File: config.mk
export PLATFORM = sky130hd
export DESIGN_NAME = axi_bridge_mp_flat
export DESIGN_NICKNAME = d
export VERILOG_FILES = /design/src/rtl/axi_bridge_mp_pkg.sv /design/src/rtl/axi_bridge_mp_if.sv /design/src/rtl/axi_bridge_mp_rr_arbiter.sv /design/src/rtl/axi_bridge_mp.sv /design/src/flat_wrapper.sv
export SDC_FILE = /design/constraint.sdc
export NUM_CORES = 1
export LEC_CHECK = 0
export ABC_AREA = 1
export CAP_MARGIN = 30
export CORE_ASPECT_RATIO = 1.5
export CORE_MARGIN = 4
export CORE_UTILIZATION = 25
export CTS_CLUSTER_DIAMETER = 100
export CTS_CLUSTER_SIZE = 12
export DETAILED_ROUTE_END_ITERATION = 10
export GPL_TIMING_DRIVEN = 0
export SYNTH_ARGS = -nofsm -noshare
export SYNTH_HDL_FRONTEND = slang
export SYNTH_SLANG_ARGS = --single-unit
File: constraint.sdc
create_clock -name aclk -period 5.8 [get_ports aclk]
set_clock_uncertainty 0.15 [all_clocks]
set_input_delay 0.58 -clock aclk [delete_from_list [all_inputs] [get_ports aclk]]
set_output_delay 0.58 -clock aclk [all_outputs]
set_load 0.1 [all_outputs]
File: src/rtl/axi_bridge_mp_pkg.sv
// Shared AXI3 constants and SRAM-like size encoding for the multi-port bridge.
package axi_bridge_pkg;

    localparam int unsigned ID_W       = 4;
    localparam logic [7:0]  LEN_SINGLE = 8'd0;
    localparam logic [1:0]  BURST_INCR = 2'b01;

    typedef enum logic [1:0] {
        SizeByte = 2'd0,
        SizeHalf = 2'd1,
        SizeWord = 2'd2
    } size_e;

    function automatic logic [2:0] axsize(input logic [1:0] sz);
        return {1'b0, sz};
    endfunction

endpackage

File: src/rtl/axi_bridge_mp_if.sv
// Bundle of SRAM-like client ports and AXI3 master channels for axi_bridge_mp.
interface axi_bridge_mp_if #(
    parameter int unsigned NPORT = 2
) ();
    import axi_bridge_pkg::*;

    // SRAM-like side, port 0 in the LSBs
    logic [NPORT-1:0]    req;
    logic [NPORT-1:0]    wr;
    logic [2*NPORT-1:0]  size;
    logic [32*NPORT-1:0] addr;
    logic [4*NPORT-1:0]  sram_wstrb;
    logic [32*NPORT-1:0] sram_wdata;
    logic [NPORT-1:0]    addr_ok;
    logic [NPORT-1:0]    data_ok;
    logic [31:0]         rdata_o;

    logic [ID_W-1:0] arid;
    logic [31:0]     araddr;
    logic [7:0]      arlen;
    logic [2:0]      arsize;
    logic [1:0]      arburst;
    logic [1:0]      arlock;
    logic [3:0]      arcache;
    logic [2:0]      arprot;
    logic            arvalid;
    logic            arready;

    logic [ID_W-1:0] rid;
    logic [31:0]     rdata;
    logic [1:0]      rresp;
    logic            rlast;
    logic            rvalid;
    logic            rready;

    logic [ID_W-1:0] awid;
    logic [31:0]     awaddr;
    logic [7:0]      awlen;
    logic [2:0]      awsize;
    logic [1:0]      awburst;
    logic [1:0]      awlock;
    logic [3:0]      awcache;
    logic [2:0]      awprot;
    logic            awvalid;
    logic            awready;

    logic [ID_W-1:0] wid;
    logic [31:0]     wdata;
    logic [3:0]      wstrb;
    logic            wlast;
    logic            wvalid;
    logic            wready;

    logic [ID_W-1:0] bid;
    logic [1:0]      bresp;
    logic            bvalid;
    logic            bready;

    modport master (
        input  req, wr, size, addr, sram_wstrb, sram_wdata,
        output addr_ok, data_ok, rdata_o,
        output arid, araddr, arlen, arsize, arburst, arlock, arcache, arprot, arvalid,
        input  arready,
        input  rid, rdata, rresp, rlast, rvalid,
        output rready,
        output awid, awaddr, awlen, awsize, awburst, awlock, awcache, awprot, awvalid,
        input  awready,
        output wid, wdata, wstrb, wlast, wvalid,
        input  wready,
        input  bid, bresp, bvalid,
        output bready
    );

    modport slave (
        output req, wr, size, addr, sram_wstrb, sram_wdata,
        input  addr_ok, data_ok, rdata_o,
        input  arid, araddr, arlen, arsize, arburst, arlock, arcache, arprot, arvalid,
        output arready,
        output rid, rdata, rresp, rlast, rvalid,
        input  rready,
        input  awid, awaddr, awlen, awsize, awburst, awlock, awcache, awprot, awvalid,
        output awready,
        input  wid, wdata, wstrb, wlast, wvalid,
        output wready,
        output bid, bresp, bvalid,
        input  bready
    );

endinterface

File: src/rtl/axi_bridge_mp_rr_arbiter.sv
// Round-robin arbiter: one-hot grant starting at the pointer; pointer moves past the winner.
module rr_arbiter #(
    parameter int unsigned N = 2
) (
    input  logic         clk,
    input  logic         rst,
    input  logic [N-1:0] req,
    input  logic         advance,
    output logic [N-1:0] grant
);
    localparam int unsigned PtrW = (N > 1) ? $clog2(N) : 1;

    logic [PtrW-1:0] ptr_q, ptr_d;
    logic            found;
    int unsigned     idx;

    always_comb begin
        grant = '0;
        ptr_d = ptr_q;
        found = 1'b0;
        idx   = 0;
        for (int unsigned off = 0; off < N; off++) begin
            idx = (int'(ptr_q) + off) % N;
            if (!found && req[idx]) begin
                found      = 1'b1;
                grant[idx] = 1'b1;
                if (advance) begin
                    ptr_d = PtrW'((idx + 1) % N);
                end
            end
        end
    end

    always_ff @(posedge clk or posedge rst) begin
        if (rst) begin
            ptr_q <= '0;
        end else begin
            ptr_q <= ptr_d;
        end
    end

endmodule

File: src/rtl/axi_bridge_mp.sv
// NPORT SRAM-like clients onto one AXI3 master: round-robin reads with per-port
// outstanding limits, a single write in flight, and a same-word read-after-write block.
module axi_bridge_mp
    import axi_bridge_pkg::*;
#(
    parameter int unsigned NPORT   = 2,
    parameter int unsigned MAX_OUT = 2
) (
    input logic             aclk,
    input logic             areset,
    axi_bridge_mp_if.master bus
);
    localparam int unsigned CntW = $clog2(MAX_OUT + 1);

    logic [31:0]      port_addr [NPORT];
    logic [NPORT-1:0] rd_elig, wr_elig, rd_gnt, wr_gnt, rd_acc, rd_dec, data_ok;
    logic             ar_free, b_hit;

    logic [CntW-1:0]  rd_cnt_q [NPORT];
    logic [CntW-1:0]  rd_cnt_d [NPORT];
    logic             wr_busy_q, wr_busy_d;

    logic             arvalid_q, arvalid_d;
    logic [31:0]      araddr_q, araddr_d;
    logic [ID_W-1:0]  arid_q, arid_d;
    logic [2:0]       arsize_q, arsize_d;

    logic             awvalid_q, awvalid_d;
    logic             wvalid_q, wvalid_d;
    logic [31:0]      awaddr_q, awaddr_d;
    logic [ID_W-1:0]  awid_q, awid_d;
    logic [2:0]       awsize_q, awsize_d;
    logic [31:0]      wdata_q, wdata_d;
    logic [3:0]       wstrb_q, wstrb_d;

    logic             unused_resp;
    assign unused_resp = ^{bus.rresp, bus.bresp, bus.rlast};

    always_comb begin
        b_hit = 1'b0;
        for (int i = 0; i < NPORT; i++) begin
            port_addr[i] = bus.addr[32*i +: 32];
            // A read to the word the in-flight write targets must wait for its response
            rd_elig[i] = bus.req[i] & ~bus.wr[i] & (rd_cnt_q[i] < CntW'(MAX_OUT))
                       & ~(wr_busy_q & (awid_q == ID_W'(i)))
                       & ~(wr_busy_q & (awaddr_q[31:2] == port_addr[i][31:2]));
            wr_elig[i] = bus.req[i] & bus.wr[i] & (rd_cnt_q[i] == '0) & ~wr_busy_q;
            rd_dec[i]  = bus.rvalid & (bus.rid == ID_W'(i));
            data_ok[i] = rd_dec[i] | (bus.bvalid & (bus.bid == ID_W'(i)));
            b_hit      = b_hit | (bus.bvalid & (bus.bid == ID_W'(i)));
        end
    end

    assign ar_free = ~arvalid_q | bus.arready;
    assign rd_acc  = ar_free ? rd_gnt : '0;

    rr_arbiter #(.N(NPORT)) u_rd_arb (
        .clk     (aclk),
        .rst     (areset),
        .req     (rd_elig),
        .advance (ar_free),
        .grant   (rd_gnt)
    );

    rr_arbiter #(.N(NPORT)) u_wr_arb (
        .clk     (aclk),
        .rst     (areset),
        .req     (wr_elig),
        .advance (1'b1),
        .grant   (wr_gnt)
    );

    always_comb begin
        arvalid_d = arvalid_q;
        araddr_d  = araddr_q;
        arid_d    = arid_q;
        arsize_d  = arsize_q;
        awvalid_d = awvalid_q;
        wvalid_d  = wvalid_q;
        awaddr_d  = awaddr_q;
        awid_d    = awid_q;
        awsize_d  = awsize_q;
        wdata_d   = wdata_q;
        wstrb_d   = wstrb_q;
        wr_busy_d = wr_busy_q;

        if (arvalid_q && bus.arready) arvalid_d = 1'b0;
        if (awvalid_q && bus.awready) awvalid_d = 1'b0;
        if (wvalid_q && bus.wready)   wvalid_d  = 1'b0;
        if (b_hit)                    wr_busy_d = 1'b0;

        for (int i = 0; i < NPORT; i++) begin
            rd_cnt_d[i] = rd_cnt_q[i];
            if (rd_acc[i] && !rd_dec[i]) begin
                rd_cnt_d[i] = rd_cnt_q[i] + CntW'(1);
            end else if (!rd_acc[i] && rd_dec[i] && (rd_cnt_q[i] != '0)) begin
                rd_cnt_d[i] = rd_cnt_q[i] - CntW'(1);
            end

            if (rd_acc[i]) begin
                arvalid_d = 1'b1;
                araddr_d  = port_addr[i];
                arid_d    = ID_W'(i);
                arsize_d  = axsize(bus.size[2*i +: 2]);
            end

            if (wr_gnt[i]) begin
                awvalid_d = 1'b1;
                wvalid_d  = 1'b1;
                wr_busy_d = 1'b1;
                awaddr_d  = port_addr[i];
                awid_d    = ID_W'(i);
                awsize_d  = axsize(bus.size[2*i +: 2]);
                wdata_d   = bus.sram_wdata[32*i +: 32];
                wstrb_d   = bus.sram_wstrb[4*i +: 4];
            end
        end
    end

    always_ff @(posedge aclk or posedge areset) begin
        if (areset) begin
            arvalid_q <= 1'b0;
            araddr_q  <= '0;
            arid_q    <= '0;
            arsize_q  <= '0;
            awvalid_q <= 1'b0;
            wvalid_q  <= 1'b0;
            awaddr_q  <= '0;
            awid_q    <= '0;
            awsize_q  <= '0;
            wdata_q   <= '0;
            wstrb_q   <= '0;
            wr_busy_q <= 1'b0;
            for (int i = 0; i < NPORT; i++) rd_cnt_q[i] <= '0;
        end else begin
            arvalid_q <= arvalid_d;
            araddr_q  <= araddr_d;
            arid_q    <= arid_d;
            arsize_q  <= arsize_d;
            awvalid_q <= awvalid_d;
            wvalid_q  <= wvalid_d;
            awaddr_q  <= awaddr_d;
            awid_q    <= awid_d;
            awsize_q  <= awsize_d;
            wdata_q   <= wdata_d;
            wstrb_q   <= wstrb_d;
            wr_busy_q <= wr_busy_d;
            for (int i = 0; i < NPORT; i++) rd_cnt_q[i] <= rd_cnt_d[i];
        end
    end

    // Handshake outputs are forced low while reset is held
    assign bus.addr_ok = areset ? '0 : (rd_acc | wr_gnt);
    assign bus.data_ok = areset ? '0 : data_ok;
    assign bus.rdata_o = areset ? '0 : bus.rdata;

    assign bus.arid    = arid_q;
    assign bus.araddr  = araddr_q;
    assign bus.arlen   = LEN_SINGLE;
    assign bus.arsize  = arsize_q;
    assign bus.arburst = BURST_INCR;
    assign bus.arlock  = '0;
    assign bus.arcache = '0;
    assign bus.arprot  = '0;
    assign bus.arvalid = arvalid_q;
    assign bus.rready  = 1'b1;

    assign bus.awid    = awid_q;
    assign bus.awaddr  = awaddr_q;
    assign bus.awlen   = LEN_SINGLE;
    assign bus.awsize  = awsize_q;
    assign bus.awburst = BURST_INCR;
    assign bus.awlock  = '0;
    assign bus.awcache = '0;
    assign bus.awprot  = '0;
    assign bus.awvalid = awvalid_q;

    assign bus.wid     = awid_q;
    assign bus.wdata   = wdata_q;
    assign bus.wstrb   = wstrb_q;
    assign bus.wlast   = 1'b1;
    assign bus.wvalid  = wvalid_q;
    assign bus.bready  = 1'b1;

endmodule
File: src/flat_wrapper.sv
// flat-port wrapper written by rule: the top's interface ports become plain ports
module axi_bridge_mp_flat import axi_bridge_pkg::*;
#(
    parameter int unsigned NPORT   = 2,
    parameter int unsigned MAX_OUT = 2
)
  (aclk, areset, bus_req, bus_wr, bus_size, bus_addr, bus_sram_wstrb, bus_sram_wdata, bus_addr_ok, bus_data_ok, bus_rdata_o, bus_arid, bus_araddr, bus_arlen, bus_arsize, bus_arburst, bus_arlock, bus_arcache, bus_arprot, bus_arvalid, bus_arready, bus_rid, bus_rdata, bus_rresp, bus_rlast, bus_rvalid, bus_rready, bus_awid, bus_awaddr, bus_awlen, bus_awsize, bus_awburst, bus_awlock, bus_awcache, bus_awprot, bus_awvalid, bus_awready, bus_wid, bus_wdata, bus_wstrb, bus_wlast, bus_wvalid, bus_wready, bus_bid, bus_bresp, bus_bvalid, bus_bready);
  axi_bridge_mp_if #(.NPORT(NPORT)) bus_i ();
  input logic aclk;
  input logic areset;
  input wire logic [$bits(bus_i.req)-1:0] bus_req;
  input wire logic [$bits(bus_i.wr)-1:0] bus_wr;
  input wire logic [$bits(bus_i.size)-1:0] bus_size;
  input wire logic [$bits(bus_i.addr)-1:0] bus_addr;
  input wire logic [$bits(bus_i.sram_wstrb)-1:0] bus_sram_wstrb;
  input wire logic [$bits(bus_i.sram_wdata)-1:0] bus_sram_wdata;
  output wire logic [$bits(bus_i.addr_ok)-1:0] bus_addr_ok;
  output wire logic [$bits(bus_i.data_ok)-1:0] bus_data_ok;
  output wire logic [$bits(bus_i.rdata_o)-1:0] bus_rdata_o;
  output wire logic [$bits(bus_i.arid)-1:0] bus_arid;
  output wire logic [$bits(bus_i.araddr)-1:0] bus_araddr;
  output wire logic [$bits(bus_i.arlen)-1:0] bus_arlen;
  output wire logic [$bits(bus_i.arsize)-1:0] bus_arsize;
  output wire logic [$bits(bus_i.arburst)-1:0] bus_arburst;
  output wire logic [$bits(bus_i.arlock)-1:0] bus_arlock;
  output wire logic [$bits(bus_i.arcache)-1:0] bus_arcache;
  output wire logic [$bits(bus_i.arprot)-1:0] bus_arprot;
  output wire logic [$bits(bus_i.arvalid)-1:0] bus_arvalid;
  input wire logic [$bits(bus_i.arready)-1:0] bus_arready;
  input wire logic [$bits(bus_i.rid)-1:0] bus_rid;
  input wire logic [$bits(bus_i.rdata)-1:0] bus_rdata;
  input wire logic [$bits(bus_i.rresp)-1:0] bus_rresp;
  input wire logic [$bits(bus_i.rlast)-1:0] bus_rlast;
  input wire logic [$bits(bus_i.rvalid)-1:0] bus_rvalid;
  output wire logic [$bits(bus_i.rready)-1:0] bus_rready;
  output wire logic [$bits(bus_i.awid)-1:0] bus_awid;
  output wire logic [$bits(bus_i.awaddr)-1:0] bus_awaddr;
  output wire logic [$bits(bus_i.awlen)-1:0] bus_awlen;
  output wire logic [$bits(bus_i.awsize)-1:0] bus_awsize;
  output wire logic [$bits(bus_i.awburst)-1:0] bus_awburst;
  output wire logic [$bits(bus_i.awlock)-1:0] bus_awlock;
  output wire logic [$bits(bus_i.awcache)-1:0] bus_awcache;
  output wire logic [$bits(bus_i.awprot)-1:0] bus_awprot;
  output wire logic [$bits(bus_i.awvalid)-1:0] bus_awvalid;
  input wire logic [$bits(bus_i.awready)-1:0] bus_awready;
  output wire logic [$bits(bus_i.wid)-1:0] bus_wid;
  output wire logic [$bits(bus_i.wdata)-1:0] bus_wdata;
  output wire logic [$bits(bus_i.wstrb)-1:0] bus_wstrb;
  output wire logic [$bits(bus_i.wlast)-1:0] bus_wlast;
  output wire logic [$bits(bus_i.wvalid)-1:0] bus_wvalid;
  input wire logic [$bits(bus_i.wready)-1:0] bus_wready;
  input wire logic [$bits(bus_i.bid)-1:0] bus_bid;
  input wire logic [$bits(bus_i.bresp)-1:0] bus_bresp;
  input wire logic [$bits(bus_i.bvalid)-1:0] bus_bvalid;
  output wire logic [$bits(bus_i.bready)-1:0] bus_bready;
  assign bus_i.req = bus_req;
  assign bus_i.wr = bus_wr;
  assign bus_i.size = bus_size;
  assign bus_i.addr = bus_addr;
  assign bus_i.sram_wstrb = bus_sram_wstrb;
  assign bus_i.sram_wdata = bus_sram_wdata;
  assign bus_addr_ok = bus_i.addr_ok;
  assign bus_data_ok = bus_i.data_ok;
  assign bus_rdata_o = bus_i.rdata_o;
  assign bus_arid = bus_i.arid;
  assign bus_araddr = bus_i.araddr;
  assign bus_arlen = bus_i.arlen;
  assign bus_arsize = bus_i.arsize;
  assign bus_arburst = bus_i.arburst;
  assign bus_arlock = bus_i.arlock;
  assign bus_arcache = bus_i.arcache;
  assign bus_arprot = bus_i.arprot;
  assign bus_arvalid = bus_i.arvalid;
  assign bus_i.arready = bus_arready;
  assign bus_i.rid = bus_rid;
  assign bus_i.rdata = bus_rdata;
  assign bus_i.rresp = bus_rresp;
  assign bus_i.rlast = bus_rlast;
  assign bus_i.rvalid = bus_rvalid;
  assign bus_rready = bus_i.rready;
  assign bus_awid = bus_i.awid;
  assign bus_awaddr = bus_i.awaddr;
  assign bus_awlen = bus_i.awlen;
  assign bus_awsize = bus_i.awsize;
  assign bus_awburst = bus_i.awburst;
  assign bus_awlock = bus_i.awlock;
  assign bus_awcache = bus_i.awcache;
  assign bus_awprot = bus_i.awprot;
  assign bus_awvalid = bus_i.awvalid;
  assign bus_i.awready = bus_awready;
  assign bus_wid = bus_i.wid;
  assign bus_wdata = bus_i.wdata;
  assign bus_wstrb = bus_i.wstrb;
  assign bus_wlast = bus_i.wlast;
  assign bus_wvalid = bus_i.wvalid;
  assign bus_i.wready = bus_wready;
  assign bus_i.bid = bus_bid;
  assign bus_i.bresp = bus_bresp;
  assign bus_i.bvalid = bus_bvalid;
  assign bus_bready = bus_i.bready;
  axi_bridge_mp #(.NPORT(NPORT), .MAX_OUT(MAX_OUT)) u_core (.aclk(aclk), .areset(areset), .bus(bus_i));
endmodule
==> results.cfg, run 1 <==
[status]
outcome = completed

[grt]
grt_max_degree = 85
grt_antenna_before_repair = 5
grt_pass1_wl_um = 46910
grt_usage_pct = 19.53
grt_pass1_vias = 7998
overflow = 0

[final_layout]
syn_to_final_growth_pct = 69.59
layout-drive-gt1-share_pct = 9.689
final_cell_mix = 335 x clkdlybuf4s50_1, 319 x nand2_1, 172 x nand3_1, 141 x inv_1, 116 x dfrtp_1
nNetsFinal = 1628
final_common_cell = clkdlybuf4s50_1

[setup_path]
worst_path_most_repeated_cell = nand2_1
crit_family = buffers and inverters
critPathBufInv = 5
cp_cell_sequence = clkdlybuf4s50_1 -> inv_1 -> nand2_1 -> nand2_1 -> inv_1 -> nand2_1 -> nor2_1 -> nand2_1 -> nor2_1 -> nand2_1 -> nand3_1 -> nand2_4 -> buf_2 -> a21oi_1 -> clkdlybuf4s50_1
crit_arrival_ps = 3830
worstSetupEndpointType = output port
ff2ff_path_depth = 8
path_depth = 15
critPathKind = in2out
critPathRequiredTime_ps = 5070
critPathMaxFanout = 10
cp_slowest_cell = clkdlybuf4s50_1
slowest_delay_ps = 1170
crit_path_start_kind = input port

[placement]
dp_slack_ps = 1194
gp_congestion = 0.8407
hpwl_um = 24120
port_buffers = 335

[floorplan]
io_pins = 394
die_y_um = 214.4
die-area_um2 = 31210
rows = 75
core_um2 = 27960
die_w_um = 145.6
start_util_pct = 25.38

[power_and_ir_drop]
p_per_area_nw_per_um2 = 661.3
p_leak_nw = 5.769
peakVddDrop_v = 0.0003291

[synth]
yosysSeqAreaShare_pct = 40.90
asyncSetResetFlopFracSynth_pct = 100.0
avgSynthCellArea_um2 = 6.993
synth_flop_cell = dfrtp_1
netlist_area_um2 = 7098
ys_warn_count = 0
syn-instance-count = 1015
synth-edff-count = 0
ys_types = 32
ys_ff_latch = 116

[clock_tree]
cts_made_buffers = 17
cts_root_buffer = clkbuf_16
clk_pin_slew_ps = 60
cts.sinks = 116
clock_path_buffers = 2
ctsHtreeMaxLevel = 4
ctsResizeCount = 0
cts_hold_buf = 0
cts_setup_buffers = 0
cts_tree = built
clk_latency_ps = 440

[route]
routed_via_density = 4.383
routedWlPerCell_um = 17.13
vias = 7859
first_iter_violations = 313
drcViolationCount = 0
wl_um = 30710
ant_nets = 0
dr.pass1.iters = 5

[timing]
slew_violations = 0
setup_viol = 0
fmax_ghz = 0.2192
min_period_ps = 4562
worst_slew_pin_slew_ps = 1051
finalCritPeriodShare_pct = 78.66
hold_viol = 0
slew_headroom_pct = 29.69
tns_ps = 0
finalWorstSetupSlack_ps = 1238
rsz0062_at_grt = no

[hold_path]
hold_path.class = reg2reg
hold_depth = 2

[run]
maxCapViolCount = 0
==> cells in the mapped netlist, types with 3 or more instances <==
master      n  area (um2)
buf_2      22       110.1
inv_2       9       33.78
dfrtp_1   116        2903
buf_6       4       45.04
nand2_1   319        1197
o21ai_0     6       30.03
inv_1     142       533.0
nand4_1     4       25.02
xnor2_1    12       105.1
buf_4      53       397.9
o221ai_1   21       183.9
clkbuf_1   14       52.55
o211ai_1   27       202.7
nor2_1     61       229.0
nor2_2      3       18.77
nand3_1   172       860.8
a21oi_1     7       35.03
buf_1       6       22.52
==> stage by stage <==
step	hold WS [ps]	instances	area, um2	power (mW)	utilization (%)
after floorplan	330.9	1065	7286	5.297	-
after global placement	306.7	1746	11070	6.636	39.59
after detailed placement	312.2	1759	11430	6.913	40.89
after CTS	325.8	1791	12030	8.040	43.03
after global routing	344.4	1793	12040	8.332	43.05
final	320.3	1793	12040	7.961	43.05
==> metal layers <==
metal / global-route usage (%) / up-vias / wire [um]
li1: - / 3936 / -
met1: 20.75 / 3594 / 11500
met2: 35.93 / 285 / 16260
met3: 6.364 / 38 / 2241
met4: 7.003 / 6 / 667
met5: 0 / - / 35
==> worst paths after layout <==
path,from,endpoint,slack [ps]
min in group asynchronous,areset,u_core.bus.awaddr[28],500
setup reg to reg,u_core.wr_busy_q,u_core.bus.awaddr[29],3480
setup / recovery,bus_addr[2],bus_addr_ok[1],1240
max in group asynchronous,areset,u_core.bus.arsize[1],4180
hold reg to reg,u_core.bus.arid[0],u_core.bus.arid[0],320
hold / removal,u_core.bus.arid[0],u_core.bus.arid[0],320
==> report_power, final <==
group	internal, mW	leakage [nW]	switching, mW	total [mW]
registers	1.20	1.43	0.302	1.50
logic	1.41	4.04	3.96	5.37
clock network	0.684	0.295	0.406	1.09
==> sequential cells by signal, indices dropped and copies added, names as in the netlist, 2 cells and up <==
| signal | cells |
|---|---|
| u_core.bus.awaddr | 32 |
| u_core.bus.arsize | 2 |
| u_core.bus.araddr | 32 |
| u_core.bus.wdata | 32 |
| u_core.bus.wstrb | 4 |
| u_core.rd_cnt_q | 4 |
| u_core.bus.awsize | 2 |
==> tightest hold or removal path: stages (launching register included) <==
cell     delay (ps)
dfrtp_1         340
nand2_1          50
nand2_1          50
==> final cells by class <==
type                    count  area [um2]
fillers                  2840       15930
repair buffers            348        3711
multi-input cells         697        3178
flip-flops and latches    116        2903
plain buffers              99       628.1
inverters                 153       581.8
clock buffers              23       498.0
well taps                 346       432.9
clock inverters             9       100.1
diodes                      2       5.005
==> logic make-up (layout without fill, tap and decap cells) <==
family,Yosys count,count (layout),synth area share (%)
xor+xnor,12,12,1.481
other cells,2,54,0.1058
compound gates,67,67,7.033
simple gates,566,566,33.51
buf+inv,252,632,16.98
flops,116,116,40.90
Power figures use the tool's default switching activity.
==> inputs of run 2 (changes only) <==
==> constraint.sdc (replaced) <==
create_clock -name aclk -period 4.02 [get_ports aclk]
set_clock_uncertainty 0.15 [all_clocks]
set_input_delay 0.402 -clock aclk [delete_from_list [all_inputs] [get_ports aclk]]
set_output_delay 0.402 -clock aclk [all_outputs]
set_load 0.1 [all_outputs]
==> results.cfg, run 2 (synthesis results as in run 1) <==
[status]
outcome = completed

[run]
maxCapViolCount = 0

[power_and_ir_drop]
p_leak_nw = 5.773
p_per_area_nw_per_um2 = 961.3
power_mw = 11.62
peakVddDrop_v = 0.0004497

[final_layout]
post_layout_nonfiller_instances = 1794
syn_to_final_growth_pct = 70.26
layout-drive-gt1-share_pct = 9.896
final_cell_mix = 334 x clkdlybuf4s50_1, 319 x nand2_1, 172 x nand3_1, 141 x inv_1, 116 x dfrtp_1
final_common_cell = clkdlybuf4s50_1
nNetsFinal = 1628
final_cell_area_um2 = 12090

[grt]
grt_antenna_before_repair = 3
overflow = 0
grt_pass1_vias = 8175
grt_usage_pct = 19.54
grt_max_degree = 39
grt_pass1_wl_um = 47470

[timing]
rsz0062_at_grt = no
setup_viol = 0
worst_slew_pin_slew_ps = 1035
slew_violations = 0
finalCritPeriodShare_pct = 87.16
fmax_ghz = 0.2854
hold_viol = 0
tns_ps = 0
slew_headroom_pct = 30.79
min_period_ps = 3504

[floorplan]
die_y_um = 214.4
rows = 75
die-area_um2 = 31210
io_pins = 394
core_um2 = 27960
die_w_um = 145.6
start_util_pct = 25.38

[clock_tree]
cts_hold_buf = 0
cts_root_buffer = clkbuf_16
ctsHtreeMaxLevel = 4
cts_made_buffers = 17
cts_tree = built
cts.sinks = 116
cts_setup_buffers = 0
clk_pin_slew_ps = 60
clk_latency_ps = 420
clock_path_buffers = 2

[placement]
port_buffers = 335
dp.cells = 1759
gp_congestion = 0.8702
place_area_um2 = 11410
hpwl_um = 24390

[setup_path]
worstSetupEndpointType = output port
critPathKind = in2out
critPathRequiredTime_ps = 3470
critPathMaxFanout = 10
crit_arrival_ps = 2950
crit_path_start_kind = input port

[route]
routedWlPerCell_um = 17.28
first_iter_violations = 367
dr.pass1.iters = 5
vias = 7852
wl_um = 31010
routed_via_density = 4.377
ant_nets = 0
drcViolationCount = 0

[hold_path]
hold_path.class = reg2reg
run 2: routing by layer:
metal  track usage (%)  part of all wire, %  wire [um]
met1             21.36                   39      11990
met2             35.97                   52      16200
met3             5.137                  6.1       1883
met5                 0                0.064         20
met4             7.351                  2.9        909
run 2: where the power goes:
group          switching, mW  total [mW]  internal [mW]
combinational           5.72        7.71           1.98
sequential             0.427        2.16           1.73
clock                  0.603        1.75           1.15
run 2: worst paths after layout:
kind                            slack [ps]               start                    end  cells past startpoint
worst max-delay path                   520        bus_addr[15]         bus_addr_ok[1]                     13
min in group asynchronous              480              areset  u_core.bus.awaddr[28]                      3
worst min register to register         330  u_core.bus.arid[0]     u_core.bus.arid[0]                      2
worst max register to register        1670    u_core.wr_busy_q  u_core.bus.awaddr[29]                      8
worst min-delay path                   330  u_core.bus.arid[0]     u_core.bus.arid[0]                      2
max in group asynchronous             2350              areset   u_core.bus.wdata[18]                      5
run 2: cell type report:
class / instances / area [um2]
Fill cell: 2866 / 15880
Timing Repair Buffer: 348 / 3684
Multi-Input combinational cell: 697 / 3182
Sequential cell: 116 / 2903
Buffer: 99 / 628.1
Inverter: 153 / 580.6
Clock buffer: 20 / 466.7
Tap cell: 346 / 432.9
Clock inverter: 12 / 201.4
Antenna cell: 3 / 7.507
run 2: critical path, stage by stage:
cell and delay (ps):
clkdlybuf4s50_1 560, inv_1 60, nand2_1 60, nand4_1 160, nor2_1 120, nand2_1 130
nor2_1 110, nand2_1 130, nand3_1 170, nand2_4 130, buf_2 270, a21oi_2 170
clkbuf_2 480
run 2: what timing repair did:
| item | in CTS | in global routing |
|---|---|---|
| gates resized for setup | 1 | 2 |
| setup endpoints to repair | 1 | 1 |
| gates cloned | 0 | 0 |
run 2: stage by stage:
| stage | hold WS (ps) | setup slack [ps] | util, % |
|---|---|---|---|
| after floorplan | 330.9 | 203.8 | - |
| final | 334.2 | 516.0 | 43.22 |
| after global routing | 355.0 | 300.8 | 43.21 |
| after CTS | 330.6 | 83.98 | 43.20 |
| after detailed placement | 315.5 | -183.3 | 40.82 |
| after global placement | 307.9 | -182.6 | 39.62 |
